`src/rtl/vrf_stream_reader.sv`:
```
// Streams the elements of one vector register out of a combinational-read
// register file as a valid/ready element stream, one element per cycle.
module vrf_stream_reader #(
  parameter int unsigned ADDR_WIDTH = 5,
  parameter int unsigned DATA_WIDTH = 32,
  parameter int unsigned NUM_ELE    = 32
) (
  input  logic                  clk,
  input  logic                  reset_n,
  input  logic                  cmd_valid,
  output logic                  cmd_ready,
  input  logic [ADDR_WIDTH-1:0] cmd_vreg,
  input  logic [ADDR_WIDTH:0]   cmd_vl,
  output logic [ADDR_WIDTH-1:0] rf_raddr_reg,
  output logic [ADDR_WIDTH-1:0] rf_raddr_ele,
  input  logic [DATA_WIDTH-1:0] rf_rdata,
  output logic                  out_valid,
  input  logic                  out_ready,
  output logic [DATA_WIDTH-1:0] out_data,
  output logic [ADDR_WIDTH-1:0] out_idx,
  output logic                  out_last,
  output logic                  busy
);

  // Counter / length width: must hold the value NUM_ELE itself.
  localparam int unsigned CW = ADDR_WIDTH + 1;

  typedef enum logic [1:0] {
    IDLE   = 2'd0,
    STREAM = 2'd1,
    DRAIN  = 2'd2
  } state_t;

  state_t                state_q;
  state_t                state_d;
  logic [ADDR_WIDTH-1:0] vreg_q;
  logic [CW-1:0]         vl_q;
  logic [CW-1:0]         cnt_q;
  logic [CW-1:0]         vl_clamp_c;
  logic                  accept_c;
  logic                  load_c;
  logic                  last_c;

  // Requested length saturated at the register size.
  assign vl_clamp_c = (cmd_vl > CW'(NUM_ELE)) ? CW'(NUM_ELE) : cmd_vl;

  // Element being loaded is the final one; compared as cnt+1 == vl to avoid underflow.
  assign last_c = (CW'(cnt_q + CW'(1)) == vl_q);

  // Read addresses come straight from the command and counter registers.
  assign rf_raddr_reg = vreg_q;
  assign rf_raddr_ele = cnt_q[ADDR_WIDTH-1:0];

  // State register.
  always_ff @(posedge clk or negedge reset_n) begin
    if (!reset_n) begin
      state_q <= IDLE;
    end else begin
      state_q <= state_d;
    end
  end

  // Next-state logic; a zero-length command is accepted but never leaves IDLE.
  always_comb begin
    state_d = state_q;
    unique case (state_q)
      IDLE: begin
        if (accept_c && (vl_clamp_c != '0)) begin
          state_d = STREAM;
        end
      end
      STREAM: begin
        if (load_c && last_c) begin
          state_d = DRAIN;
        end
      end
      DRAIN: begin
        if (out_valid && out_ready) begin
          state_d = IDLE;
        end
      end
      default: state_d = IDLE;
    endcase
  end

  // State decodes: handshake, busy flag and output-register load enable.
  always_comb begin
    cmd_ready = 1'b0;
    busy      = 1'b0;
    load_c    = 1'b0;
    unique case (state_q)
      IDLE:    cmd_ready = 1'b1;
      STREAM: begin
        busy   = 1'b1;
        load_c = !out_valid || out_ready;
      end
      DRAIN:   busy = 1'b1;
      default: cmd_ready = 1'b0;
    endcase
    accept_c = cmd_valid && cmd_ready;
  end

  // Command capture and element counter.
  always_ff @(posedge clk or negedge reset_n) begin
    if (!reset_n) begin
      vreg_q <= '0;
      vl_q   <= '0;
      cnt_q  <= '0;
    end else if (accept_c) begin
      vreg_q <= cmd_vreg;
      vl_q   <= vl_clamp_c;
      cnt_q  <= '0;
    end else if (load_c) begin
      cnt_q  <= CW'(cnt_q + CW'(1));
    end
  end

  // Single-entry output register; holds its payload while stalled.
  always_ff @(posedge clk or negedge reset_n) begin
    if (!reset_n) begin
      out_valid <= 1'b0;
      out_data  <= '0;
      out_idx   <= '0;
      out_last  <= 1'b0;
    end else if (load_c) begin
      out_valid <= 1'b1;
      out_data  <= rf_rdata;
      out_idx   <= cnt_q[ADDR_WIDTH-1:0];
      out_last  <= last_c;
    end else if (out_ready) begin
      out_valid <= 1'b0;
    end
  end

endmodule

```
`config.mk`:
```
export PLATFORM = sky130hd
export DESIGN_NAME = vrf_stream_reader
export DESIGN_NICKNAME = d
export VERILOG_FILES = /design/src/rtl/vrf_stream_reader.sv
export SDC_FILE = /design/constraint.sdc
export NUM_CORES = 1
export LEC_CHECK = 0
export ABC_CLOCK_PERIOD_IN_PS = 3800
export BUFFER_PORTS_ARGS = -buffer_cell sky130_fd_sc_hd__buf_2
export CAP_MARGIN = 20
export CORE_MARGIN = 2
export CORE_UTILIZATION = 45
export DETAILED_ROUTE_END_ITERATION = 7
export GPL_TIMING_DRIVEN = 0
export PLACE_DENSITY = 0.75
export SYNTH_ARGS = -nofsm -noshare
export SYNTH_HDL_FRONTEND = slang
export SYNTH_SLANG_ARGS = --single-unit
export TNS_END_PERCENT = 50
```
`constraint.sdc`:
```
create_clock -name clk -period 3.8 [get_ports clk]
set_input_delay 0.38 -clock clk [delete_from_list [all_inputs] [get_ports clk]]
set_output_delay 0.38 -clock clk [all_outputs]
set_load 0.005 [all_outputs]
```
Yosys cells after proc, flatten, opt, wreduce, memory -nomap -nowiden

Index checks and enable logic that the tools add are counted.

Register bits after elaboration: 58
Input port bits: 47
Output and inout port bits: 51
Word-level logic and storage cells: 40

Add/sub/neg operators: 1
Order comparisons: 1
Equal/unequal tests: 6
Mux-type cells: 12
Reductions and logical operators: 12

Operators with widths:

| operator                                                        | number |
|---|---|
| 6-bit 2-to-1 mux                                                | 3 |
| 6-bit by 1-bit adder with 6-bit output, second input constant   | 1 |
| 6-bit == test                                                   | 1 |
| 6-bit greater-than comparator, second input constant            | 1 |
| 2-bit 2-to-1 mux                                                | 3 |
| 2-bit != test, second input constant                            | 3 |
| 2-bit case mux with 3 select lines                              | 1 |
| 6-bit nonzero test                                              | 1 |
| 1-bit 2-to-1 mux                                                | 5 |
| 1-bit logical AND                                               | 4 |
| 2-bit nonzero test                                              | 2 |
| 3-bit AND reduction                                             | 1 |
| 2-bit by 1-bit == test with 1-bit output, second input constant | 1 |
| 2-bit == test, second input constant                            | 1 |
| 2-bit zero test                                                 | 1 |
| 2-bit OR reduction                                              | 1 |
| 1-bit zero test                                                 | 1 |
| 1-bit logical OR                                                | 1 |

Depth between registers and ports, before layout

Gate-level depths: netlist of the first run.

Depth after elaboration: 6
Mapped depth: 7
Gate-level depth less buffers: 6

Worst setup path after synthesis of the first run

Ideal clock, no wire load.

Path kind: flip-flop to flip-flop
Start: register cnt_q[0]
End: register state_q[0]
Setup time: 0.125 ns
Arrival: 1.737 ns
Required time: 3.675 ns
Slack: 1.938 ns
Stages on the path, launching flop included: 7
Path buffers: 0
Period minus slack after synthesis: 1.862 ns
Path through: dfrtp_1 ha_1 xnor2_1 nand2_1 a2111oi_4 o211ai_2 mux2_4

Cells in the longest elaborated chain, start to end: 5

RTL lines:

| item                                   | line | RTL |
|---|---|---|
| start, declared                        | 38   | `logic [CW-1:0] cnt_q;` |
| start signal, assigned                 | 114  | `cnt_q <= CW'(cnt_q + CW'(1));` |
| 6-bit by 1-bit adder with 6-bit output | 48   | `assign last_c = (CW'(cnt_q + CW'(1)) == vl_q);` |
| 6-bit == test                          | 48   |  |
| 1-bit logical AND                      | 73   | `if (load_c && last_c) begin` |
| 2-bit != test (no source line)         | n/a  |  |
| 3-bit AND reduction (no source line)   | n/a  |  |
| end signal, assigned                   | 59   | `state_q <= state_d;` |
| end, declared                          | 34   | `state_t state_q;` |

No other way between the ends.
A chain may end at the register's enable or synchronous reset.

Final worst setup path of the first run

Start: register state_q[1]
End: register out_data[23]

Cells in the longest elaborated chain, start to end: 2

RTL lines:

| item                                     | line | RTL |
|---|---|---|
| 2-bit by 1-bit == test with 1-bit output | 91   | `unique case (state_q)` |
| 1-bit 2-to-1 mux                         | 91   |  |
| end signal, assigned                     | 127  | `out_data <= rf_rdata;` |
| end, declared                            | 19   | `output logic [DATA_WIDTH-1:0] out_data,` |

No other way between the ends.

==> metrics, run 1 <==
status complete, no violations; VDD IR max 404.5 uV; clock power share 0.198; Ys Warns 0; PD cells roughly 800 nW/um^2; vias per inst around 4.6; Clock Path Buffers 2; Post-Syn Nets around 320; final-layout fill cell count 514; P_int between 1.5 and 2 mW; via count ~2,100; # diodes 0; max incr delay on CP around 0.44 ns; CP Capture Type flop; crit path DAT approximately 2.3 ns; clk_lat worst skew approximately 0.32 ns; CTS tree yes; Worst Max-Slew Pin Slew slightly above 0.8 ns; Switch Pwr 0.9715 mW; leakage between 1.5 and 2 nW; Yosys top cell area share 0.5720; number of global-route vias before repair between 2,000 and 2,500; Seq/Total Area, Yosys 0.5720; post-DP HPWL slightly below 4000 microns; post-synthesis simple-gate area fraction 0.2559; leading area contributor after synthesis dfrtp_1; total power between 2 and 3 mW; number of synthesized register bits 58; CTS buffer count 9; RR Endpoint out_data[23]; DRC 0; H-tree depth 3; Fin Clk Skew between 0.004 and 0.005 ns; Iter 0 DRT Violations between 70 and 80; total gr overflow 0; root buf cell clkbuf_8; setup tns final 0 ns; aggregate routed wire length 5273 microns; Nets between 400 and 500; WS Path Type reg2reg; RSZ-0062 raised after global routing false; GPL Wtd Cong around 0.79; final hold viol count 0; Site Rows 27; adder-cell area share of the yosys netlist 0.01972; Synth Cell Area between 2000 and 3000 sq um; Slew Limit Headroom 0.4625; biggest regs out_data x32, cnt_q x6, vl_q x6; Synth Area in XOR/XNOR 0.04142; Area contributors post-synth dfrtp_1 57%, nand2_1 19%, mux2_1 2.2%; max cap viols 0; post-route clock period utilization 0.5294; synthesized area per cell 9.398 sq um; CP cell instances inv_1, ha_1, nand2_1, clkbuf_1, clkbuf_1, nand2_1, nand2_1; Synth Instances 270; routed len/inst about 12 microns; Die W slightly below 80 microns; most flop-heavy register out_data; most frequent cells in the layout 131 x nand2_1, 98 x buf_2, 58 x dfrtp_1; ratio of cells with drive above 1 in the final layout 0.3264; die height between 70 and 80 microns; Seq pwr share 0.395; CP max-delay cell clkbuf_1; minimum clock period roughly 2.0 ns; Max Slew Vio Count 0; most frequent CP cell nand2_1; fin area between 3000 and 4000 sq um; worst-path maximum fanout 10; DRT Pass-1 Iters 4; internal reg-to-reg setup slack 1.79 ns; max FFs per register 32; Top Family by Delay on Critical Path buffers and inverters; fmax approximately 500 MHz; GRT Overall Usage 0.1914; Final setup viols 0; Clk pin slew, worst setup/hold paths about 0.060 ns; worst min path class in2async; antenna viol nets, final 0; first-pass GRT wire length slightly above 9000 microns; commonest non-fill, non-tap cell in the layout nand2_1; compound-gate portion of the synthesized area 0.04389; Critical Path RT ~4 ns; initial antenna violation count 0; # port buffers between 90 and 100; I/O pins a little under 100; Initial Util 0.4636; multiplexer area fraction after synthesis 0.02811; largest family of logic cells by synthesized area simple AND/OR/NAND/NOR gates; CORE AREA around 5500 sq um; die area 6255 sq um; Startpoint Class flop; count of cell types in the netlist 32; hold_buf cts 0; placed cell area approximately 3100 sq um; Combinational Power Share 0.407; clock sinks 58; Post-CTS Setup Inserts 0; Sw Share 0.3687; largest net degree at the start of global routing 36; r2r startpoint state_q[1]; post-CTS resize count 0; area delta synth->final 31.21%; Crit path buffers/inverters 3; worst r2r path cells 7
-- worst max path at each step --
| stage | startpoint | endpoint | slack, ns | cells after the start |
|---|---|---|---|---|
| floorplan | cnt_q[0] | state_q[0] | 1.94 | 6 |
| global placement | out_ready | out_data[30] | 1.75 | 7 |
| detailed placement | out_ready | out_data[23] | 1.73 | 7 |
| CTS | state_q[1] | out_data[23] | 1.75 | 7 |
| global route | state_q[1] | out_data[22] | 1.51 | 7 |
| finish | state_q[1] | out_data[23] | 1.79 | 7 |
-- power groups by stage --
stage	combinational (mW)	clock, mW	sequential, mW
floorplan	0.651	0	1.06
global placement	1.06	0	1.04
detailed placement	1.10	0	1.05
CTS	1.10	0.543	1.04
global route	1.25	0.575	1.08
finish	1.07	0.521	1.04
-- through the flow --
stage          cells    util  hold slack [ns]  setup WS (ns)
2_1_floorplan    270       -          0.08441          1.938
3_3_place_gp     439  0.5688           0.4537          1.745
3_5_place_dp     440  0.5738           0.4573          1.728
4_1_cts          455  0.6084           0.1563          1.746
5_1_grt          455  0.6084           0.2002          1.509
6_report         455  0.6084           0.1514          1.788
-- metal layers --
| metal | wire (microns) | up-vias | GRT usage |
|---|---|---|---|
| li1 | - | 1065 | - |
| met1 | 2348 | 962 | 0.2496 |
| met2 | 2509 | 70 | 0.2992 |
| met3 | 315 | 8 | 0.04659 |
| met4 | 99 | 0 | 0.09483 |
| met5 | 0 | - | 0 |
-- area by class of cell --
class                           instances  area (sq um)  share of cell area
Buffer                                 17         83.83             0.02518
Clock buffer                           13         178.9             0.05374
Clock inverter                          2         10.01            0.003006
Inverter                                4         15.01            0.004510
Multi-Input combinational cell        191         987.2              0.2965
Sequential cell                        58          1451              0.4359
Tap cell                               72         90.09             0.02706
Timing Repair Buffer                   98         513.0              0.1541
-- cells by family (layout without fill, tap and decap cells) --
kind of cell | after synthesis | in the layout
buf+inv | 21 | 134
flops | 58 | 58
fa+ha+maj | 4 | 4
xor+xnor | 12 | 12
compound gates | 12 | 12
mux | 6 | 6
simple gates | 157 | 157
-- Yosys cell counts --
cell / n
a2111oi_4: 1
a211oi_1: 1
a21o_1: 1
a21oi_1: 2
a22o_1: 1
a22oi_1: 1
a31oi_1: 1
and2_1: 2
and2_4: 1
and3_4: 1
buf_2: 1
buf_4: 5
clkbuf_1: 11
dfrtp_1: 58
ha_1: 4
inv_1: 4
mux2_1: 5
mux2_4: 1
nand2_1: 131
nand2b_1: 1
nand3_1: 3
nand3_2: 1
nand3b_1: 5
nand4b_1: 1
nor2_1: 9
nor2b_1: 1
o211ai_2: 1
o311ai_0: 1
o31ai_1: 2
or4_1: 1
xnor2_1: 6
xor2_1: 6
Note: power is estimated with default switching activity, not from simulation.
==> run 2, diff against run 1 <==
--- a/config.mk
+++ b/config.mk
@@ -5,14 +5,15 @@
 export SDC_FILE = /design/constraint.sdc
 export NUM_CORES = 1
 export LEC_CHECK = 0
-export ABC_CLOCK_PERIOD_IN_PS = 3800
+export ABC_AREA = 1
+export ABC_CLOCK_PERIOD_IN_PS = 2000
 export BUFFER_PORTS_ARGS = -buffer_cell sky130_fd_sc_hd__buf_2
 export CAP_MARGIN = 20
 export CORE_MARGIN = 2
 export CORE_UTILIZATION = 45
 export DETAILED_ROUTE_END_ITERATION = 7
 export GPL_TIMING_DRIVEN = 0
-export PLACE_DENSITY = 0.75
+export PLACE_DENSITY = 0.74
 export SYNTH_ARGS = -nofsm -noshare
 export SYNTH_HDL_FRONTEND = slang
 export SYNTH_SLANG_ARGS = --single-unit
==> constraint.sdc (replaced) <==
create_clock -name clk -period 2 [get_ports clk]
set_input_delay 0.2 -clock clk [delete_from_list [all_inputs] [get_ports clk]]
set_output_delay 0.2 -clock clk [all_outputs]
set_load 0.005 [all_outputs]
==> run 2 against run 1 <==
Sequential share of layout area fell by 0.66 points. Critical endpoint is now state_q[0]. Sequential cell count did not move. Largest power group is now registers. Largest cell class unchanged. Register-to-register slack got worse by 1.6 ns. Count of clock-buffer cells in the layout fell by 1. Design area rose by 1.5%. Via count rose by 12%. Final cell count rose by 11%. First-iteration DRC count rose by 96%.
==> metrics, run 2 <==
DR WL met2 ~2700 microns; worst-path maximum fanout 10; Die W between 70 and 80 microns; die area about 6300 sq um; Combinational Power Share 0.379; setup tns final 0 ns; Storage cell area about 1500 sq um; most frequent CP cell nand3_1; I/O pins just under 100; post-DP HPWL between 4000 and 5000 microns; clock sinks slightly below 60; via count about 2,400; max cap viols 0; H-tree depth 3; total power between 4 and 5 mW; final hold viol count 0; commonest register cell after synthesis dfrtp_1; CP max-delay cell dfrtp_1; most frequent cells in the layout 161 x nand2_1, 100 x buf_2, 58 x dfrtp_1; async set or reset register ratio after synthesis 1.000; count of cell types in the netlist 22; synthesized area per cell around 8.1 sq um; Clock Path Buffers 2; RR Endpoint state_q[0]; WS Path Type reg2reg; leakage between 1.5 and 2 nW; largest net degree at the start of global routing 36; PD cells 1437 nW/um^2; internal reg-to-reg setup slack about 0.20 ns; fin util 0.6140; met1 wire length around 2700 microns; Startpoint Class flop; VDD IR max about 620 uV; Seq/Total Area, Yosys 0.5648; routed len/inst between 10 and 15 microns; Slew Limit Headroom 0.6374; RSZ-0062 raised after global routing false; DRT Pass-1 Iters 4; number of global-route vias before repair roughly 2,300; Clk pin slew, worst setup/hold paths ~0.07 ns; Critical Path RT 2.21 ns; max layer used met4; commonest non-fill, non-tap cell in the layout nand2_1; number of synthesized register bits 58; Ys Warns 0; GRT Overall Usage 0.2004; placed cell area about 3200 sq um; Final setup viols 0; Post-Syn Nets approximately 370; post-CTS resize count 0; worst setup path end state_q[0]; top post-synthesis cells by count 161 x nand2_1, 58 x dfrtp_1, 24 x inv_1, 16 x nand3_1, 11 x o21ai_0; CTS tree yes; clk_lat worst skew about 0.32 ns; biggest regs out_data x32, cnt_q x6, vl_q x6; ratio of cells with drive above 1 in the final layout 0.3016; CTS buffer count 9; initial antenna violation count 0; final-layout fill cell count a little over 500; aggregate routed wire length between 5000 and 6000 microns; first-pass GRT wire length 9936 microns; GPL Wtd Cong slightly below 0.8; root buf cell clkbuf_8; leading area contributor after synthesis dfrtp_1; CORE AREA between 5000 and 6000 sq um; Post-synth EDFFs 0; status complete, no violations; Sw Share 0.3708; Met3 Wirelength about 300 microns; Max Slew Vio Count 0; vias per inst 4.692; Yosys top cell area share 0.5648; clock power share 0.223; # diodes 0; area delta synth->final 31.55%; r2r startpoint state_q[1]; Nets about 480; Site Rows 27; max FFs per register 32; CP cell instances inv_1, ha_1, nand2_1, nor2_1, nand3_1, nor2_1, nand3_1, nand3_1, nand2_1; most frequent cell after synthesis nand2_1; P_int slightly above 3 mW; # port buffers between 90 and 100; total gr overflow 0; CP startpoint state_q[1]; CP Capture Type flop; Seq pwr share 0.398; Multi-input gate area around 950 sq um; Worst Max-Slew Pin Slew approximately 0.54 ns; most flop-heavy register out_data; Switch Pwr around 1.8 mW; minimum clock period approximately 1.8 ns; antenna viol nets, final 0; Synth Cell Area 2570 sq um; fmax 556.5 MHz; post-route clock period utilization 0.8985; fin area about 3400 sq um; worst min path class in2reg; Iter 0 DRT Violations roughly 150; Initial Util 0.4667; max incr delay on CP 0.39 ns; DRC 0; Area contributors post-synth dfrtp_1 56%, nand2_1 24%, inv_1 3.5%; worst r2r path cells 9; Fin Clk Skew about 0.0085 ns; Synth Instances 316; crit path DAT between 2 and 2.5 ns; die height about 80 microns
==> run 2: area by class of cell <==
type                            count  share of cell area
Clock inverter                      4             0.01480
Timing Repair Buffer               99              0.1525
Sequential cell                    58              0.4293
Multi-Input combinational cell    218              0.2798
Tap cell                           72             0.02665
Buffer                             14             0.02221
Inverter                           26             0.02887
Clock buffer                       12             0.04589
==> run 2: worst max-delay path: cells and delay by family (launching register included) <==
kind | cells | cell delay, ns
adder cells (fa/ha/maj) | 1 | 0.20
buffers and inverters | 1 | 0.12
flip-flops | 1 | 0.39
AND/OR/NAND/NOR | 7 | 0.99
==> run 2: what timing repair did <==
| item | in CTS | in global routing |
|---|---|---|
| hold buffers | 1 | 0 |
| hold endpoints to repair | 23 | 0 |
| setup buffers | 0 | 0 |
==> run 2: layer usage <==
layer | vias to the layer above | track usage
met3 | 10 | 0.03507
li1 | 1193 | -
met1 | 1085 | 0.2608
met5 | - | 0
met4 | 0 | 0.09138
met2 | 72 | 0.3269
==> run 2: power by group through the flow <==
| stage | clock [mW] | combinational (mW) | sequential [mW] |
|---|---|---|---|
| after global placement | 0 | 1.80 | 1.93 |
| final | 1.09 | 1.84 | 1.93 |
| after floorplan | 0 | 1.04 | 1.97 |
| after CTS | 1.11 | 1.87 | 1.93 |
| after global routing | 1.15 | 2.17 | 2.00 |
| after detailed placement | 0 | 1.87 | 1.94 |
==> run 2: cell families after synthesis <==
kind of cell	after synthesis	synth area share
AO/OA/AOI/OAI	21	0.04722
adder cells (fa/ha/maj)	4	0.01947
flip-flops	58	0.5648
buffers and inverters	40	0.06718
AND/OR/NAND/NOR	193	0.3014
==> run 2: worst min path at each step <==
stage                             from              end  slack, ns  cells past startpoint
after floorplan                reset_n         cnt_q[0]       -0.1                      0
after global placement     rf_rdata[9]      out_data[9]       0.39                      3
after detailed placement       reset_n       out_idx[2]       0.21                      1
after CTS                  cmd_vreg[1]  rf_raddr_reg[1]       0.06                      3
after global routing      rf_rdata[13]     out_data[13]       0.07                      3
final                      cmd_vreg[3]  rf_raddr_reg[3]       0.07                      3
==> run 2: per-stage QoR <==
step | instances | worst slack (ns) | hold slack [ns]
finish | 503 | 0.2030 | 0.06767
global route | 503 | 0.05703 | 0.06801
floorplan | 316 | 0.4942 | -0.09559
CTS | 503 | 0.2020 | 0.06105
detailed placement | 486 | 0.2072 | 0.2122
global placement | 485 | 0.2726 | 0.3937
==> run 3, diff against run 2 <==
--- a/config.mk
+++ b/config.mk
@@ -10,10 +10,10 @@
 export BUFFER_PORTS_ARGS = -buffer_cell sky130_fd_sc_hd__buf_2
 export CAP_MARGIN = 20
 export CORE_MARGIN = 2
-export CORE_UTILIZATION = 45
+export CORE_UTILIZATION = 43
 export DETAILED_ROUTE_END_ITERATION = 7
 export GPL_TIMING_DRIVEN = 0
-export PLACE_DENSITY = 0.74
+export PLACE_DENSITY = 0.72
 export SYNTH_ARGS = -nofsm -noshare
 export SYNTH_HDL_FRONTEND = slang
 export SYNTH_SLANG_ARGS = --single-unit
==> run 3 against run 2 <==
Total power grew 5.0%. Sequential cell count stayed put. Worst hold slack worse by 0.011 ns. Non-clock buffer count is the same. Critical path type unchanged. Critical endpoint is now out_data[9]. Largest cell class unchanged.
==> metrics, run 3 (synthesis results as in run 2) <==
crit path DAT 1.97 ns; setup ws final 0.2550 ns; ratio of cells with drive above 1 in the final layout 0.3039; worst min path class in2reg; worst setup path end out_data[9]; PD cells roughly 1500 nW/um^2; die height 81.31 microns; WS Path Type reg2reg; minimum clock period 1.745 ns; max FFs per register 32; Iter 0 DRT Violations ~140; antenna viol nets, final 0; Fin Clk Skew between 0.006 and 0.007 ns; RSZ-0062 raised after global routing false; internal reg-to-reg setup slack around 0.26 ns; Site Rows 28; CTS buffer count 9; status complete, no violations; commonest non-fill, non-tap cell in the layout nand2_1; GPL Wtd Cong around 0.86; GRT Overall Usage 0.1980; via count about 2,300; CTS tree yes; final-layout fill cell count between 500 and 600; leakage between 1.5 and 2 nW; number of global-route vias before repair between 2,000 and 2,500; DRT Pass-1 Iters 4; Final setup viols 0; Post-CTS Setup Inserts 0; CP Capture Type flop; post-route clock period utilization 0.8725; busiest grt layer met2; worst r2r path cells 7; largest net degree at the start of global routing 36; # port buffers between 90 and 100; Die W roughly 81 microns; Slew Limit Headroom 0.6108; # diodes 0; fmax roughly 570 MHz; r2r startpoint state_q[1]; Startpoint Class flop; Nets around 480; total gr overflow 0; first-pass GRT wire length around 9900 microns; H-tree depth 3; CP startpoint state_q[1]; area delta synth->final 33.40%; initial antenna violation count 0; DRC 0; fin util 0.5860; final hold viol count 0; Worst Max-Slew Pin Slew roughly 0.6 ns; Max Slew Vio Count 0; VDD IR max ~720 uV; routed len/inst around 12 microns; most frequent cells in the layout 161 x nand2_1, 100 x buf_2, 58 x dfrtp_1; worst slack, placed 0.1884 ns; RR Endpoint out_data[9]; Clk pin slew, worst setup/hold paths approximately 0.070 ns; Clock Path Buffers 2; met2 GRT Util 0.3238; biggest regs out_data x32, cnt_q x6, vl_q x6; clock sinks just under 60; post-DP HPWL 4465 microns; root buf cell clkbuf_8; fin area 3428 sq um; aggregate routed wire length between 5000 and 6000 microns; clk_lat worst skew around 0.33 ns; worst-path maximum fanout 10; placed cell area approximately 3200 sq um; vias per inst 4.625; GR Util met1 0.2459; Initial Util 0.4393; CORE AREA 5851 sq um; most flop-heavy register out_data; die area roughly 6600 sq um; Critical Path RT between 2 and 2.5 ns; max cap viols 0; I/O pins roughly 100; met3 usage 0.03778; setup tns final 0 ns
## run 3: layout make-up
class,instances,area [sq um],share of cell area
Buffer,14,75.07,0.02190
Timing Repair Buffer,99,515.5,0.1504
Clock buffer,9,123.9,0.03613
Tap cell,75,93.84,0.02737
Multi-Input combinational cell,218,945.9,0.2759
Clock inverter,7,125.1,0.03650
Sequential cell,58,1451,0.4234
Inverter,26,97.59,0.02847
## run 3: worst min-delay path by stage
stage,startpoint,slack [ns],to,cells past startpoint
CTS,cmd_vreg[0],0.04,rf_raddr_reg[0],3
global placement,rf_rdata[6],0.39,out_data[6],3
global route,rf_rdata[20],0.04,out_data[20],3
floorplan,reset_n,-0.1,cnt_q[0],0
detailed placement,reset_n,0.24,out_idx[4],1
finish,rf_rdata[8],0.06,out_data[8],3
## run 3: worst max-delay path: stages, from the launching register on
cell and delay [ns]:
dfrtp_1 0.35, inv_1 0.08, ha_1 0.21, nand2_1 0.31
clkinv_1 0.29, buf_2 0.27, nand2_1 0.07, nand2_1 0.05
## run 3: timing repair
item                                    4_1_cts  5_1_grt
resized for setup                             0        0
endpoints found under the setup margin        0        0
hold buffers                                  1        0
endpoints found under the hold margin        23        0
## run 3: stage by stage
stage	power, mW	instances	hold slack (ns)
final	5.100	506	0.05636
after global routing	5.585	506	0.04405
after CTS	5.183	506	0.03687
after detailed placement	3.815	489	0.2372
after global placement	3.732	488	0.3929
after floorplan	3.001	316	-0.09559
## run 3: report_power, final
group	internal [mW]	switching (mW)	total, mW
combinational	0.756	1.08	1.84
sequential	1.66	0.261	1.92
clock	0.840	0.500	1.34
total	3.25	1.85	5.10
## run 3: routing by layer
metal  wire [microns]  vias to the layer above
met3              324                        9
met5                0                        -
met1             2693                     1065
met2             2859                       68
met4              102                        0
li1                 -                     1198
